<file path="config.mk">
export PLATFORM = sky130hd
export DESIGN_NAME = discharge_pulse_fsm_flat
export DESIGN_NICKNAME = d
export VERILOG_FILES = /design/src/rtl/discharge_pulse_if.sv /design/src/rtl/discharge_pulse_fsm.sv /design/src/flat_wrapper.sv
export SDC_FILE = /design/constraint.sdc
export NUM_CORES = 1
export LEC_CHECK = 0
export CELL_PAD_IN_SITES_DETAIL_PLACEMENT = 1
export CELL_PAD_IN_SITES_GLOBAL_PLACEMENT = 1
export CORE_MARGIN = 8
export CORE_UTILIZATION = 45
export CTS_CLUSTER_SIZE = 8
export DETAILED_ROUTE_END_ITERATION = 7
export HOLD_SLACK_MARGIN = 0.03
export PLACE_DENSITY_LB_ADDON = 0.1
export SLEW_MARGIN = 5
export SYNTH_ARGS = -nofsm -noshare
export SYNTH_HDL_FRONTEND = slang
export SYNTH_SLANG_ARGS = --single-unit
</file>
<file path="constraint.sdc">
create_clock -name clk -period 9.48 [get_ports clk]
set_input_delay 2.844 -clock clk [delete_from_list [all_inputs] [get_ports clk]]
set_output_delay 2.844 -clock clk [all_outputs]
set_load 0.01 [all_outputs]
</file>
<file path="src/rtl/discharge_pulse_if.sv">
// Signal bundle between the waveform/key control logic, the breakdown detector
// and the discharge pulse sequencer.
interface discharge_pulse_if;
  // There is no valid/ready handshake. Every input is a level that is sampled on
  // each rising clk edge. The one exception is single_discharge_button_pressed,
  // which is a one-cycle pulse and is only honoured while current_state is idle.
  // Every output is registered and changes only on the clk edge, except during an
  // asynchronous reset.
  logic [15:0] waveform;
  logic [15:0] on_time;
  logic [15:0] deion_time;
  logic        single_discharge_button_pressed;
  logic        is_breakdown;

  logic [7:0]  current_state;
  logic [31:0] timer_wait_breakdown;
  logic        gate_main;
  logic        gate_buck_a;
  logic        gate_buck_b;
  logic        open_timeout;
  logic [31:0] pulse_count;

  modport master (
    output waveform, on_time, deion_time, single_discharge_button_pressed, is_breakdown,
    input  current_state, timer_wait_breakdown, gate_main, gate_buck_a, gate_buck_b,
           open_timeout, pulse_count
  );

  modport slave (
    input  waveform, on_time, deion_time, single_discharge_button_pressed, is_breakdown,
    output current_state, timer_wait_breakdown, gate_main, gate_buck_a, gate_buck_b,
           open_timeout, pulse_count
  );
endinterface

</file>
<file path="src/rtl/discharge_pulse_fsm.sv">
// EDM discharge cycle sequencer: waits for gap breakdown, runs a buck-interleaved
// or resistor discharge, then deionizes. Drives the power-stage gate enables.
module discharge_pulse_fsm #(
  parameter logic [31:0] WAIT_TIMEOUT     = 32'd100000,
  parameter logic [15:0] BUCK_HALF_PERIOD = 16'd50,
  parameter logic [15:0] DEAD_TIME        = 16'd5
) (
  input logic              clk,
  input logic              rst_n,
  discharge_pulse_if.slave bus
);

  typedef enum logic [7:0] {
    S_IDLE              = 8'b01000000,
    S_WAIT_BREAKDOWN    = 8'b00000001,
    S_BUCK_INTERLEAVE   = 8'b00000010,
    S_RES_DISCHARGE     = 8'b00000100,
    S_DEION             = 8'b10000000,
    S_DEION_SINGLE_BUCK = 8'b00000000
  } state_e;

  state_e      state_q, state_d;
  logic [31:0] timer_q, timer_d;
  logic [15:0] cnt_q, cnt_d;
  logic [15:0] half_q, half_d;
  logic        phase_q, phase_d;
  logic [15:0] on_time_q, on_time_d;
  logic [15:0] deion_time_q, deion_time_d;
  logic        buck_q, buck_d;
  logic        single_q, single_d;
  logic        gate_main_q, gate_main_d;
  logic        gate_a_q, gate_a_d;
  logic        gate_b_q, gate_b_d;
  logic        open_timeout_q, open_timeout_d;
  logic [31:0] pulse_count_q, pulse_count_d;

  logic        wf_en;
  logic        wf_single;
  logic [15:0] on_len;
  logic [15:0] deion_len;
  logic        on_done;
  logic        deion_done;
  logic        buck_on;
  logic        unused_waveform;

  assign wf_en           = bus.waveform[13];
  assign wf_single       = bus.waveform[14];
  assign unused_waveform = ^bus.waveform[12:0];

  // A zero duration still occupies its state for one cycle.
  assign on_len     = (on_time_q == 16'd0) ? 16'd1 : on_time_q;
  assign deion_len  = (deion_time_q == 16'd0) ? 16'd1 : deion_time_q;
  assign on_done    = (cnt_q == on_len - 16'd1);
  assign deion_done = (cnt_q == deion_len - 16'd1);

  always_comb begin
    state_d        = state_q;
    pulse_count_d  = pulse_count_q;
    open_timeout_d = 1'b0;

    case (state_q)
      S_IDLE: begin
        if (wf_en && (!wf_single || bus.single_discharge_button_pressed)) begin
          state_d = S_WAIT_BREAKDOWN;
        end
      end
      S_WAIT_BREAKDOWN: begin
        // Breakdown has priority over a timeout that expires on the same cycle.
        if (bus.is_breakdown) begin
          pulse_count_d = pulse_count_q + 32'd1;
          state_d       = buck_q ? S_BUCK_INTERLEAVE : S_RES_DISCHARGE;
        end else if (timer_q == WAIT_TIMEOUT) begin
          open_timeout_d = 1'b1;
          state_d        = single_q ? S_DEION_SINGLE_BUCK : S_DEION;
        end
      end
      S_BUCK_INTERLEAVE, S_RES_DISCHARGE: begin
        if (on_done) begin
          state_d = single_q ? S_DEION_SINGLE_BUCK : S_DEION;
        end
      end
      S_DEION: begin
        if (deion_done) begin
          state_d = (wf_en && !wf_single) ? S_WAIT_BREAKDOWN : S_IDLE;
        end
      end
      S_DEION_SINGLE_BUCK: begin
        if (deion_done) begin
          state_d = S_IDLE;
        end
      end
      default: state_d = S_IDLE;
    endcase

    if (state_q != S_IDLE && !wf_en) begin
      state_d        = S_IDLE;
      pulse_count_d  = pulse_count_q;
      open_timeout_d = 1'b0;
    end
  end

  always_comb begin
    on_time_d    = on_time_q;
    deion_time_d = deion_time_q;
    buck_d       = buck_q;
    single_d     = single_q;
    if (state_d == S_WAIT_BREAKDOWN && state_q != S_WAIT_BREAKDOWN) begin
      on_time_d    = bus.on_time;
      deion_time_d = bus.deion_time;
      buck_d       = bus.waveform[15];
      single_d     = bus.waveform[14];
    end

    timer_d = 32'd0;
    if (state_q == S_WAIT_BREAKDOWN && state_d == S_WAIT_BREAKDOWN) begin
      timer_d = (timer_q == 32'hFFFF_FFFF) ? timer_q : timer_q + 32'd1;
    end

    cnt_d = 16'd0;
    if (state_d == state_q && state_q != S_IDLE && state_q != S_WAIT_BREAKDOWN) begin
      cnt_d = cnt_q + 16'd1;
    end
  end

  // Gate enables are decoded for the cycle about to start, so they switch on the
  // same edge as current_state.
  always_comb begin
    half_d  = half_q;
    phase_d = phase_q;
    buck_on = (state_d == S_BUCK_INTERLEAVE) && (cnt_d >= DEAD_TIME);
    if (buck_on) begin
      if (cnt_d == DEAD_TIME) begin
        half_d  = 16'd0;
        phase_d = 1'b0;
      end else if (half_q == BUCK_HALF_PERIOD - 16'd1) begin
        half_d  = 16'd0;
        phase_d = ~phase_q;
      end else begin
        half_d = half_q + 16'd1;
      end
    end
    gate_a_d    = buck_on && !phase_d;
    gate_b_d    = buck_on && phase_d;
    gate_main_d = (state_d == S_WAIT_BREAKDOWN) || (state_d == S_RES_DISCHARGE);
  end

  always_ff @(posedge clk or negedge rst_n) begin
    if (!rst_n) begin
      state_q        <= S_IDLE;
      timer_q        <= 32'd0;
      cnt_q          <= 16'd0;
      half_q         <= 16'd0;
      phase_q        <= 1'b0;
      on_time_q      <= 16'd0;
      deion_time_q   <= 16'd0;
      buck_q         <= 1'b0;
      single_q       <= 1'b0;
      gate_main_q    <= 1'b0;
      gate_a_q       <= 1'b0;
      gate_b_q       <= 1'b0;
      open_timeout_q <= 1'b0;
      pulse_count_q  <= 32'd0;
    end else begin
      state_q        <= state_d;
      timer_q        <= timer_d;
      cnt_q          <= cnt_d;
      half_q         <= half_d;
      phase_q        <= phase_d;
      on_time_q      <= on_time_d;
      deion_time_q   <= deion_time_d;
      buck_q         <= buck_d;
      single_q       <= single_d;
      gate_main_q    <= gate_main_d;
      gate_a_q       <= gate_a_d;
      gate_b_q       <= gate_b_d;
      open_timeout_q <= open_timeout_d;
      pulse_count_q  <= pulse_count_d;
    end
  end

  assign bus.current_state        = state_q;
  assign bus.timer_wait_breakdown = timer_q;
  assign bus.gate_main            = gate_main_q;
  assign bus.gate_buck_a          = gate_a_q;
  assign bus.gate_buck_b          = gate_b_q;
  assign bus.open_timeout         = open_timeout_q;
  assign bus.pulse_count          = pulse_count_q;

endmodule

</file>
<file path="src/flat_wrapper.sv">
// flat-port wrapper written by rule: the top's interface ports become plain ports
module discharge_pulse_fsm_flat 
#(
  parameter logic [31:0] WAIT_TIMEOUT     = 32'd100000,
  parameter logic [15:0] BUCK_HALF_PERIOD = 16'd50,
  parameter logic [15:0] DEAD_TIME        = 16'd5
)
  (clk, rst_n, bus_waveform, bus_on_time, bus_deion_time, bus_single_discharge_button_pressed, bus_is_breakdown, bus_current_state, bus_timer_wait_breakdown, bus_gate_main, bus_gate_buck_a, bus_gate_buck_b, bus_open_timeout, bus_pulse_count);
  discharge_pulse_if bus_i ();
  input logic clk;
  input logic rst_n;
  input wire logic [$bits(bus_i.waveform)-1:0] bus_waveform;
  input wire logic [$bits(bus_i.on_time)-1:0] bus_on_time;
  input wire logic [$bits(bus_i.deion_time)-1:0] bus_deion_time;
  input wire logic [$bits(bus_i.single_discharge_button_pressed)-1:0] bus_single_discharge_button_pressed;
  input wire logic [$bits(bus_i.is_breakdown)-1:0] bus_is_breakdown;
  output wire logic [$bits(bus_i.current_state)-1:0] bus_current_state;
  output wire logic [$bits(bus_i.timer_wait_breakdown)-1:0] bus_timer_wait_breakdown;
  output wire logic [$bits(bus_i.gate_main)-1:0] bus_gate_main;
  output wire logic [$bits(bus_i.gate_buck_a)-1:0] bus_gate_buck_a;
  output wire logic [$bits(bus_i.gate_buck_b)-1:0] bus_gate_buck_b;
  output wire logic [$bits(bus_i.open_timeout)-1:0] bus_open_timeout;
  output wire logic [$bits(bus_i.pulse_count)-1:0] bus_pulse_count;
  assign bus_i.waveform = bus_waveform;
  assign bus_i.on_time = bus_on_time;
  assign bus_i.deion_time = bus_deion_time;
  assign bus_i.single_discharge_button_pressed = bus_single_discharge_button_pressed;
  assign bus_i.is_breakdown = bus_is_breakdown;
  assign bus_current_state = bus_i.current_state;
  assign bus_timer_wait_breakdown = bus_i.timer_wait_breakdown;
  assign bus_gate_main = bus_i.gate_main;
  assign bus_gate_buck_a = bus_i.gate_buck_a;
  assign bus_gate_buck_b = bus_i.gate_buck_b;
  assign bus_open_timeout = bus_i.open_timeout;
  assign bus_pulse_count = bus_i.pulse_count;
  discharge_pulse_fsm #(.WAIT_TIMEOUT(WAIT_TIMEOUT), .BUCK_HALF_PERIOD(BUCK_HALF_PERIOD), .DEAD_TIME(DEAD_TIME)) u_core (.clk(clk), .rst_n(rst_n), .bus(bus_i));
endmodule
</file>
==> summary.md, run 1 <==
| Metric | Value |
|---|---|
| Status | `completed` |
| YS warnings | `0` |
| Filler cells | `roughly 2100` |
| CTS Buffer Depth | `2` |
| Initial antenna violation count | `0` |
| CTS Root Cell | `clkbuf_16` |
| Final cell count without fillers | `1245` |
| Hold Violations, Final | `0` |
| Die height | `approximately 150 um` |
| Worst vdd ir | `between 0.1 and 0.15 mV` |
| Post-synthesis instance total | `~900` |
| Async S/R FF share, synth | `100%` |
| Dpl ws | `~3.5 ns` |
| Final period util | `58.8%` |
| Hold Path Depth | `1` |
| H-tree levels | `4` |
| Die width | `~150 um` |
| Die ar. | `around 24000 sq um` |
| WHS Endpoint | `u_core.bus.pulse_count[31]` |
| Post-route DRC | `0` |
| Largest net degree at the start of global routing | `80` |
| Slew margin rel. | `between 30 and 40%` |
| Max-cap check violation count | `0` |
| Worst-path fanout max | `19` |
| CP startpoint kind | `input pin` |
| I/O Pins | `about 130` |
| Via count | `7249` |
| Register area share after synthesis | `41.8%` |
| Worst-margin pin slew | `1.04 ns` |
| Total GRT Usage | `between 20% and 30%` |
| Layout cells sized above 1 | `about 6.4%` |
| Syn avg cell area | `about 9.4 sq um` |
| Worst hold path type | `reg2reg` |
| Ant. Diodes | `0` |
| Clk Latency, worst-skew pair | `about 0.42 ns` |
| Post-detail-place hpwl | `17400 um` |
| Gpl congestion | `approximately 0.84` |
| CORE AREA | `about 19000 sq um` |
| Vias in the first global route | `between 7000 and 8000` |
| Max frequency | `approximately 180 MHz` |
| Worst reg2reg setup slack | `between 4 and 5 ns` |
| Metal2 WL | `12400 um` |
| CP required | `around 9.8 ns` |
| Fin crit period | `5.58 ns` |
| Clk sinks | `around 140` |
| Wire per inst | `~20 um` |
| Starting Density | `between 40% and 50%` |
| Hold_buf cts | `0` |
| Main synth FF type | `dfrtp_1` |
| Final setup vio count | `0` |
| Total CTS buffers | `17` |
| CTS tree | `done` |
| Setup CP Type | `in2reg` |
| Worst setup EP type | `flip-flop` |
| Post-synthesis cell type count | `78` |
| Clk_skew | `0.0104 ns` |
| Gr ovfl total | `0` |
| Worst setup margin | `a little under 4 ns` |
| Final Util | `approximately 56%` |
| Max Used Layer | `met4` |
| Multi-input logic area | `about 4700 sq um` |
| R2R cell count | `14` |
| Slew Viols, Final | `0` |
| Vias per inst | `roughly 5.8` |
| Antenna-violating nets left | `0` |
| TritonRoute pass-1 iters | `4` |
| Setup bufs post-CTS | `0` |
| Yosys reg bits | `about 140` |
| Post-synth EDFFs | `0` |
| Area grow syn2layout | `21.8%` |
| Fin nets | `~1100` |
| Initial DRC Count | `around 400` |
| Post-Route M1 WL | `between 10000 and 15000 um` |
| Critical Path AT | `between 5 and 6 ns` |
| Setup TNS | `0 ns` |
| Hold_sp | `u_core.bus.pulse_count[31]` |
| R2R Path End | `u_core.half_q[13]` |
| Met3 WL post-DR | `slightly above 1000 um` |
| PortBufs | `~110` |
| Pleak | `4.28 nW` |
| Routed wire length | `24400 um` |
| P per Cell Area | `around 160 nW/um^2` |
| WHS | `0.464 ns` |
| Cells after DPL | `approximately 1200` |
| FP Rows | `50` |
| CTS clock-pin slew for the worst setup and hold paths | `0.06 ns` |
| RSZ-0062 raised after global routing | `no` |
| Worst reg2reg path startpoint | `u_core.on_time_q[4]` |
| CTS resizes | `0` |
| Post-synthesis cell area | `8570 sq um` |
| First-pass GRT wire length | `roughly 40000 um` |
| Register area | `3580 sq um` |
-- per-layer routing --
metal	vias up	track usage, %
met3	17	4.99
li1	3464	-
met1	3645	26.0
met5	-	0
met4	0	4.39
met2	123	35.9
-- critical path, cell delays in order --
cell	delay, ns
clkdlybuf4s50_1	0.51
o2111ai_1	0.61
mux2_2	0.28
nand4_1	0.13
a311oi_1	0.40
o211ai_2	0.49
nand4_4	0.44
o22ai_1	0.16
-- kinds of logic (layout without fill, tap and decap cells) --
family	after synthesis	count (layout)	share of synthesized area (%)
AOI/OAI and AO/OA	128	128	10.8
other	1	3	0.0438
DFF	143	143	41.8
and+or+nand+nor	406	406	26.3
xor gates and xnor gates	98	98	10.0
buffers and inverters	76	178	3.84
muxes	46	46	5.93
adders and majority gates	9	9	1.29
-- metrics by stage --
stage          total power, mW  area (sq um)
3_5_place_dp             0.925          9820
5_1_grt                   1.69         10400
6_report                  1.63         10400
2_1_floorplan            0.840          8570
4_1_cts                   1.64         10400
3_3_place_gp             0.919          9820
-- how the worst max path moves through the flow --
stage | startpoint | end | slack [ns]
3_3_place_gp | bus_waveform[13] | u_core.half_q[10] | 3.52
5_1_grt | u_core.on_time_q[4] | u_core.half_q[4] | 3.62
2_1_floorplan | bus_is_breakdown | u_core.bus.pulse_count[26] | 4.67
6_report | bus_waveform[13] | u_core.half_q[12] | 3.90
3_5_place_dp | bus_waveform[13] | u_core.half_q[12] | 3.53
4_1_cts | bus_waveform[13] | u_core.half_q[12] | 3.94
-- cells in the mapped netlist, types with 6 or more instances --
cell	n	area, sq um
and2_1	13	81.3
and4_1	16	140
o31ai_1	8	60.1
mux2_1	34	383
or2_2	6	37.5
nand2_1	62	233
nand4_1	23	144
nor3_1	20	100
clkbuf_1	35	131
nor2_1	91	342
nand3_1	48	240
and3_1	19	119
dfrtp_1	142	3550
nor3b_1	6	45.0
or4_1	7	52.6
xnor2_1	60	526
a31oi_1	10	62.6
ha_1	8	100
nand2b_1	11	68.8
nor4bb_1	6	60.1
inv_1	29	109
nor4_1	30	188
a21oi_1	18	90.1
or3_1	10	62.6
o211ai_1	6	45.0
mux2i_1	8	80.1
o21ai_0	20	100
a22oi_1	6	45.0
xor2_1	38	333
nor2b_1	11	68.8
-- cell usage in the layout (no fill, tap or decap), types with 18 or more instances in the layout --
cell             instances
nand4_1                 23
and3_1                  19
clkdlybuf4s50_1        113
nor4_1                  30
a21oi_1                 18
nand3_1                 48
inv_1                   29
xor2_1                  38
dfrtp_1                142
mux2_1                  34
xnor2_1                 60
nor2_1                  91
nor3_1                  20
nand2_1                 62
o21ai_0                 20
-- sequential cells by signal, indices dropped and copies added, names as in the netlist, 8 cells and up --
signal                           cells
u_core.cnt_q                        16
u_core.bus.current_state             8
u_core.on_time_q                    16
u_core.half_q                       16
u_core.deion_time_q                 16
u_core.bus.timer_wait_breakdown     32
u_core.bus.pulse_count              32
-- report_power, final --
group / internal (mW) / total, mW / switching [mW]
combinational: 0.112 / 0.257 / 0.145
sequential: 0.628 / 0.660 / 0.0327
clock: 0.441 / 0.710 / 0.269
-- cell type report --
cell class                 count  area share [%]
multi-input combinational    690            44.7
sequential                   143            34.3
timing repair buffer         118            11.2
clock buffer                  22            4.64
tap                          234            2.81
clock inverter                 9            1.26
inverter                      29            1.04
Power figures use the tool's default switching activity.
==> run 2, diff against run 1 <==
--- a/config.mk
+++ b/config.mk
@@ -8,7 +8,7 @@
 export CELL_PAD_IN_SITES_DETAIL_PLACEMENT = 1
 export CELL_PAD_IN_SITES_GLOBAL_PLACEMENT = 1
 export CORE_MARGIN = 8
-export CORE_UTILIZATION = 45
+export CORE_UTILIZATION = 38
 export CTS_CLUSTER_SIZE = 8
 export DETAILED_ROUTE_END_ITERATION = 7
 export HOLD_SLACK_MARGIN = 0.03
==> constraint.sdc (replaced) <==
create_clock -name clk -period 4.6 [get_ports clk]
set_input_delay 1.38 -clock clk [delete_from_list [all_inputs] [get_ports clk]]
set_output_delay 1.38 -clock clk [all_outputs]
set_load 0.01 [all_outputs]
==> summary.md, run 2 (synthesis gave the netlist of run 1 again) <==
| Metric | Value |
|---|---|
| Wire per inst | `between 15 and 20 um` |
| Worst setup EP type | `flip-flop` |
| Hold_sp | `u_core.bus.pulse_count[31]` |
| Cells after DPL | `~1300` |
| Die width | `around 170 um` |
| Total CTS buffers | `17` |
| Worst reg2reg path startpoint | `u_core.deion_time_q[13]` |
| Fin crit period | `approximately 4.3 ns` |
| Worst vdd ir | `around 0.20 mV` |
| CP required | `around 4.9 ns` |
| WHS Endpoint | `u_core.bus.pulse_count[31]` |
| CP dominant cell by count | `and4b_1` |
| Vias per inst | `between 5 and 6` |
| Initial antenna violation count | `0` |
| P per Cell Area | `308 nW/um^2` |
| Pleak | `4.35 nW` |
| CTS clock-pin slew for the worst setup and hold paths | `about 0.060 ns` |
| CTS Root Cell | `clkbuf_16` |
| Post-route DRC | `0` |
| Largest net degree at the start of global routing | `95` |
| Area grow syn2layout | `23.9%` |
| Clk_skew | `about 0.012 ns` |
| Stages on worst setup path | `11` |
| Fin nets | `1077` |
| H-tree levels | `4` |
| CP delay by family, top | `simple AND/OR/NAND/NOR gates` |
| Commonest non-fill, non-tap cell in the layout | `dfrtp_1` |
| Via count | `between 7000 and 8000` |
| Worst-path cell chain | `or4_1 -> and4b_1 -> a21oi_1 -> ha_1 -> xnor2_1 -> a2111oi_1 -> and4b_1 -> and4_1 -> a31oi_1 -> nor2_4 -> mux2_1` |
| Starting Density | `a little under two fifths` |
| Slew margin rel. | `between 30% and 40%` |
| Routed wire length | `roughly 25000 um` |
| Critical Path AT | `roughly 4.6 ns` |
| Die height | `~170 um` |
| First-pass GRT wire length | `41200 um` |
| Critical path's slowest cell | `or4_1` |
| Post-detail-place hpwl | `17900 um` |
| Worst-path fanout max | `17` |
| Gpl congestion | `roughly 0.81` |
| Final period util | `slightly above 90%` |
| PortBufs | `about 110` |
| Buffers and inverters on the worst path | `0` |
| Max-cap check violation count | `0` |
| Filler cells | `approximately 2500` |
| CORE AREA | `~22000 sq um` |
| Slew Viols, Final | `0` |
| Layout cells sized above 1 | `roughly 8.4%` |
| CTS tree | `done` |
| CP startpoint kind | `flip-flop` |
| Vias in the first global route | `around 7700` |
| Worst hold path type | `reg2reg` |
| R2R Path End | `u_core.on_time_q[4]` |
| Gr ovfl total | `0` |
| Die ar. | `between 20000 and 30000 sq um` |
| CTS Buffer Depth | `2` |
| Clk sinks | `143` |
| Hold Violations, Final | `0` |
| Hold Path Depth | `1` |
| Status | `completed` |
| Final cell count without fillers | `approximately 1300` |
| Max frequency | `around 230 MHz` |
| I/O Pins | `128` |
| Antenna-violating nets left | `0` |
| Ant. Diodes | `0` |
| Setup CP Type | `reg2reg` |
| CP peak stage delay | `0.62 ns` |
| Most frequent cells in the layout | `142 x dfrtp_1, 113 x clkdlybuf4s50_1, 91 x nor2_1` |
| Final Util | `between 40% and 50%` |
| Clk Latency, worst-skew pair | `about 0.42 ns` |
| Worst-margin pin slew | `0.911 ns` |
| Setup TNS | `0 ns` |
| TritonRoute pass-1 iters | `4` |
| Final setup vio count | `0` |
| FP Rows | `55` |
| RSZ-0062 raised after global routing | `no` |
| Total GRT Usage | `around 18%` |
| Initial DRC Count | `between 300 and 400` |
| R2R cell count | `11` |
| Worst reg2reg setup slack | `between 0.3 and 0.4 ns` |
[run 2: changes by cell type in the layout (fill, tap and decap cells not counted), moves of 2 or more]
cell / change
clkbuf_8: -2
bufinv_16: -2
buf_4: +15
buf_12: +2
inv_6: +3
[run 2: layout make-up]
cell class | instances | area (sq um) | share of cell area, %
Clock buffer | 19 | 453 | 4.27
Clock inverter | 12 | 110 | 1.04
Inverter | 29 | 109 | 1.03
Multi-Input combinational cell | 691 | 4680 | 44.1
Sequential cell | 143 | 3580 | 33.7
Tap cell | 285 | 357 | 3.36
Timing Repair Buffer | 135 | 1330 | 12.5
[run 2: power breakdown]
| group | switching, mW | total (mW) | internal [mW] |
|---|---|---|---|
| combinational | 0.310 | 0.565 | 0.256 |
| sequential | 0.0649 | 1.36 | 1.29 |
| clock | 0.575 | 1.35 | 0.773 |
| total | 0.950 | 3.27 | 2.32 |
[run 2: per-stage QoR]
stage	setup WS, ns	power (mW)	hold slack [ns]	area, sq um
after floorplan	0.746	1.73	0.460	8570
after global placement	0.228	1.93	0.462	10000
after detailed placement	0.188	1.94	0.467	10000
after CTS	0.129	3.32	0.475	10600
after global routing	0.0269	3.43	0.485	10600
final	0.310	3.27	0.468	10600
[run 2: metal layers]
| metal | GRT usage (%) | vias to the layer above | part of all wire (%) |
|---|---|---|---|
| li1 | - | 3497 | - |
| met1 | 22.9 | 3642 | 45 |
| met2 | 30.5 | 100 | 49 |
| met3 | 4.33 | 22 | 4.3 |
| met4 | 4.94 | 0 | 1.1 |
| met5 | 0 | - | 0 |
[run 2: timing repair]
| item | 4_1_cts | 5_1_grt |
|---|---|---|
| setup endpoints to repair | 0 | 64 |
| setup buffers | 0 | 1 |
| resized for setup | 0 | 5 |
| hold buffers | 0 | 0 |
[run 2: worst max path at each step]
stage | from | to | slack [ns]
finish | u_core.deion_time_q[13] | u_core.on_time_q[4] | 0.31
global route | u_core.deion_time_q[13] | u_core.on_time_q[4] | 0.03
global placement | u_core.deion_time_q[13] | u_core.on_time_q[15] | 0.23
detailed placement | u_core.deion_time_q[13] | u_core.deion_time_q[11] | 0.19
floorplan | u_core.on_time_q[13] | u_core.half_q[14] | 0.75
CTS | u_core.deion_time_q[13] | u_core.on_time_q[4] | 0.13
